==> config.mk <==
export PLATFORM = sky130hd
export DESIGN_NAME = seg_scan
export DESIGN_NICKNAME = d
export VERILOG_FILES = /design/src/rtl/seg_scan.sv
export SDC_FILE = /design/constraint.sdc
export NUM_CORES = 1
export LEC_CHECK = 0
export ABC_CLOCK_PERIOD_IN_PS = 3300
export CAP_MARGIN = 10
export CORE_ASPECT_RATIO = 1.25
export CORE_MARGIN = 1.5
export CORE_UTILIZATION = 50
export DETAILED_ROUTE_END_ITERATION = 16
export GPL_TIMING_DRIVEN = 0
export PLACE_DENSITY = 0.78
export SKIP_CTS_REPAIR_TIMING = 1
export SYNTH_ARGS = -nofsm -noshare
export SYNTH_HDL_FRONTEND = slang
export SYNTH_SLANG_ARGS = --single-unit
==> constraint.sdc <==
create_clock -name clk -period 3.3 [get_ports clk]
set_input_delay 0.99 -clock clk [delete_from_list [all_inputs] [get_ports clk]]
set_output_delay 0.99 -clock clk [all_outputs]
set_load 0.1 [all_outputs]
==> src/rtl/seg_scan.sv <==
// Four-digit multiplexed seven-segment driver for common-anode displays.
// The divider taps are sampled as data; every output is registered.
module seg_scan #(
    parameter logic SEG_ACTIVE_LOW = 1'b1,
    parameter logic AN_ACTIVE_LOW  = 1'b1,
    parameter logic BLANK_LEADING  = 1'b0
) (
    input  logic        clk,
    input  logic        rst,
    input  logic        scan_clk,
    input  logic        blink_clk,
    input  logic        load,
    input  logic [15:0] digits,
    input  logic [3:0]  dp_in,
    input  logic [3:0]  blink_en,
    output logic [6:0]  seg,
    output logic        dp,
    output logic [3:0]  an
);

    localparam logic [6:0] SEG_OFF = SEG_ACTIVE_LOW ? 7'h7F : 7'h00;
    localparam logic       DP_OFF  = SEG_ACTIVE_LOW;
    localparam logic [3:0] AN_OFF  = AN_ACTIVE_LOW ? 4'hF : 4'h0;

    // Bit 0 = s1, bit 1 = s2, bit 2 = history flop s3.
    logic [2:0]  scan_sync_q;
    logic [2:0]  blink_sync_q;
    logic        scan_tick;
    logic        blink_tick;

    logic [15:0] val_q;
    logic [3:0]  dpv_q;
    logic [3:0]  bev_q;
    logic [1:0]  idx_q;
    logic        phase_q;
    logic        blank_pend_q;

    logic [6:0]  seg_q, seg_d;
    logic        dp_q, dp_d;
    logic [3:0]  an_q, an_d;

    logic [3:0]  lead_zero;
    logic [3:0]  nibble;
    logic [6:0]  seg_lit;
    logic        digit_off;

    assign scan_tick  = scan_sync_q[1] & ~scan_sync_q[2];
    assign blink_tick = blink_sync_q[1] & ~blink_sync_q[2];

    always_ff @(posedge clk or negedge rst) begin
        if (!rst) begin
            scan_sync_q  <= 3'b000;
            blink_sync_q <= 3'b000;
        end else begin
            scan_sync_q  <= {scan_sync_q[1:0], scan_clk};
            blink_sync_q <= {blink_sync_q[1:0], blink_clk};
        end
    end

    always_ff @(posedge clk or negedge rst) begin
        if (!rst) begin
            val_q        <= 16'h0000;
            dpv_q        <= 4'h0;
            bev_q        <= 4'h0;
            idx_q        <= 2'd0;
            phase_q      <= 1'b0;
            blank_pend_q <= 1'b0;
        end else begin
            if (load) begin
                val_q <= digits;
                dpv_q <= dp_in;
                bev_q <= blink_en;
            end
            if (scan_tick) begin
                idx_q <= idx_q + 2'd1;
            end
            if (blink_tick) begin
                phase_q <= ~phase_q;
            end
            // One dark cycle after each index change keeps the old digit from ghosting.
            blank_pend_q <= scan_tick;
        end
    end

    // Digit k counts as a leading zero when nibbles k..3 are all zero.
    assign lead_zero[0] = 1'b0;
    generate
        for (genvar gi = 1; gi < 4; gi++) begin : g_lead
            assign lead_zero[gi] = (val_q[15:4*gi] == '0);
        end
    endgenerate

    assign nibble    = val_q[4*idx_q +: 4];
    assign digit_off = blank_pend_q
                     | (phase_q & bev_q[idx_q])
                     | (BLANK_LEADING & lead_zero[idx_q]);

    always_comb begin
        seg_lit = 7'h00;
        case (nibble)
            4'h0: seg_lit = 7'h3F;
            4'h1: seg_lit = 7'h06;
            4'h2: seg_lit = 7'h5B;
            4'h3: seg_lit = 7'h4F;
            4'h4: seg_lit = 7'h66;
            4'h5: seg_lit = 7'h6D;
            4'h6: seg_lit = 7'h7D;
            4'h7: seg_lit = 7'h07;
            4'h8: seg_lit = 7'h7F;
            4'h9: seg_lit = 7'h6F;
            4'hA: seg_lit = 7'h77;
            4'hB: seg_lit = 7'h7C;
            4'hC: seg_lit = 7'h39;
            4'hD: seg_lit = 7'h5E;
            4'hE: seg_lit = 7'h79;
            4'hF: seg_lit = 7'h71;
            default: seg_lit = 7'h00;
        endcase
    end

    always_comb begin
        seg_d = SEG_OFF;
        dp_d  = DP_OFF;
        an_d  = AN_OFF;
        if (!digit_off) begin
            seg_d = seg_lit ^ {7{SEG_ACTIVE_LOW}};
            dp_d  = dpv_q[idx_q] ^ SEG_ACTIVE_LOW;
            an_d  = (4'b0001 << idx_q) ^ {4{AN_ACTIVE_LOW}};
        end
    end

    always_ff @(posedge clk or negedge rst) begin
        if (!rst) begin
            seg_q <= SEG_OFF;
            dp_q  <= DP_OFF;
            an_q  <= AN_OFF;
        end else begin
            seg_q <= seg_d;
            dp_q  <= dp_d;
            an_q  <= an_d;
        end
    end

    assign seg = seg_q;
    assign dp  = dp_q;
    assign an  = an_q;

endmodule
==> flow_metrics.py <==
metrics = {
    "setup_path": {
        "critPathBufInv": 1,
        "worstPathCellList": "clkdlybuf4s50_1",
        "timing.rr.start": "idx_q[0]",
        "startpoint": "an[0]",
        "cp_slowest_stage_delay_ps": 1120,
        "path_max_fanout": 1,
        "critical_path_class": "reg2out",
        "cp.arrival_ps": 1960,
        "r2r_setup_slack_ps": 1220,
        "reg2reg_to": "seg[3]",
        "cp_slowest_cell": "clkdlybuf4s50_1",
        "required_ps": 2310,
        "cp-endpoint": "an[0]",
        "path_depth": 1,
        "critPathTopFamily": "buffers and inverters",
        "cp-start-kind": "register",
        "cp-end-kind": "primary output",
        "reg2regPathDepth": 7,
    },
    "clock_network": {
        "insertion_delay_ps": 310,
        "cts_tree": "done",
        "clockBufferDepth": 2,
        "clk_pin_slew_ps": 90,
        "htreeDepth": 2,
        "numClockSinks": 46,
        "cts_made_buffers": 5,
        "cts-root-buf": "clkbuf_8",
    },
    "synth": {
        "synth_nets": 184,
        "synth_ff_type": "dfrtp_1",
        "postSynthAreaPerCell_um2": 14.4,
        "synthTopCellsByArea": "dfrtp_1, dfstp_2, mux2_2, ha_1, mux4_2",
        "syn_area_um2": 2090,
        "synth_seq_area_share_pct": 55.8,
        "synthCells": 145,
        "synth_top_cell_area_share_pct": 40.7,
        "synth_cell_types": 29,
        "synth_enable_flop_cells": 0,
        "synth_seq_cells": 46,
        "yosys_warnings": 0,
        "synthArstFlopShare_pct": 100,
        "synth_top_cell_by_area": "dfrtp_1",
    },
    "floorplan": {
        "start_util_pct": 51.8,
        "dieArea_um2": 4580,
        "ioPinCount": 41,
        "rows": 26,
        "die_w_um": 60.8,
        "coreArea_um2": 4030,
        "die_y_um": 75.3,
    },
    "drt": {
        "highest_layer": "met4",
        "dr_wl_met2_um": 2000,
        "ant_nets": 0,
        "initialDrtViolationCount": 33,
        "dr.pass1.iters": 4,
        "post-route-drc-count": 0,
        "wl_met3_um": 157,
        "finalWirelength_um": 3660,
        "wire_per_inst_um": 14.7,
        "vias_per_cell": 5.12,
        "wl_met1_um": 1430,
        "vias": 1276,
    },
    "layout": {
        "diodes": 0,
        "fin_area_um2": 2680,
        "multiInputGateArea_um2": 855,
        "layout.nets": 231,
        "synthToLayoutAreaGrowth_pct": 28.2,
        "final-seq-area_um2": 1170,
        "postLayoutCoreUtil_pct": 66.3,
        "fill_cells": 351,
        "instances_no_fill": 249,
        "drive_above_1_share_pct": 31.6,
        "final_cell_mix": "clkdlybuf4s50_1, dfrtp_1, mux2_2",
        "final_common_cell": "clkdlybuf4s50_1",
    },
    "sta": {
        "worst_pin_slew_ps": 970,
        "min_period_over_period_pct": 89.3,
        "finalHoldViolations": 0,
        "finClkSkew_ps": 11.1,
        "setup_viol": 0,
        "fmax_mhz": 339,
        "tns_ps": 0,
        "slew_violations": 0,
        "slew_headroom_pct": 35.1,
        "period_minus_slack_ps": 2950,
        "rsz0062_at_grt": "no",
    },
    "global_route": {
        "antenna_found_initial": 0,
        "grt_pass1_wl_um": 6030,
        "grt_max_degree": 30,
        "grtUsageTotal_pct": 18.7,
        "grt_remaining_overflow": 0,
        "grt_pass1_vias": 1326,
    },
    "power": {
        "power_density_nw_per_um2": 955,
        "cellLeakagePower_nw": 1.13,
        "ir_drop_uv": 500,
    },
    "place": {
        "dp_hpwl_um": 2710,
        "portBuffers": 39,
        "place_inst": 241,
        "gp_congestion": 0.788,
        "placed_cell_area_um2": 2560,
    },
    "flow_run": {
        "max_cap_viol_count": 0,
    },
    "hold_path": {
        "hp-start": "scan_sync_q[1]",
        "hold_class": "reg2reg",
    },
    "run_status": {
        "status": "finished clean",
    },
}
sequential cells by signal, indices dropped and copies added, names as in the netlist:
| signal | count |
|---|---|
| dpv_q | 4 |
| an | 4 |
| bev_q | 4 |
| scan_sync_q | 3 |
| seg | 7 |
| phase_q | 1 |
| blank_pend_q | 1 |
| blink_sync_q | 3 |
| val_q | 16 |
| idx_q | 2 |
| dp | 1 |
metrics by stage:
stage	power (mW)	setup slack, ps	hold slack, ps
floorplan	1.86	1270	331
global placement	2.10	198	336
detailed placement	2.14	681	347
CTS	2.57	341	367
global route	2.68	308	371
finish	2.55	353	360
where the power goes:
| part | switching, mW | total (mW) | internal [mW] |
|---|---|---|---|
| combinational | 0.887 | 1.34 | 0.455 |
| sequential | 0.0671 | 0.796 | 0.729 |
| clock | 0.191 | 0.418 | 0.227 |
| total | 1.14 | 2.55 | 1.41 |
routing by layer:
layer	global-route usage, %	vias to the layer above
li1	-	597
met1	20.1	638
met2	33.5	35
met3	5.15	6
met4	8.70	0
met5	0	-
Yosys cell counts, drive strengths merged, types with 2 or more instances:
master,number
and2,2
ha,10
a21oi,2
nand2,7
dfstp,12
dfrtp,34
nor2,5
mux2i,5
mux4,6
xor2,4
clkbuf,3
nor3,2
xnor2,2
nand3,5
inv,6
o21ai,5
buf,3
mux2,25
worst min path at each step:
stage	end	slack, ps	cells past startpoint
after detailed placement	blink_sync_q[1]	350	0
after floorplan	blink_sync_q[1]	330	0
after global routing	blink_sync_q[1]	370	0
final	scan_sync_q[2]	360	0
after global placement	blink_sync_q[1]	340	0
after CTS	blink_sync_q[1]	370	0
layout make-up:
cell class	instances	area share [%]
sequential	46	43.6
tap	56	2.62
multi-input combinational	87	31.9
clock inverter	3	1.64
clock buffer	5	2.57
inverter	6	0.842
timing repair buffer	40	15.1
buffer	6	1.68
logic make-up after synthesis:
| group | synth area share, % |
|---|---|
| multiplexers | 22.5 |
| AO/OA/AOI/OAI | 4.01 |
| flip-flops | 55.8 |
| AND/OR/NAND/NOR | 5.87 |
| buffers and inverters | 3.24 |
| adder cells (fa/ha/maj) | 5.99 |
| XOR/XNOR | 2.52 |
No activity file was read; power rests on OpenSTA's default activity.
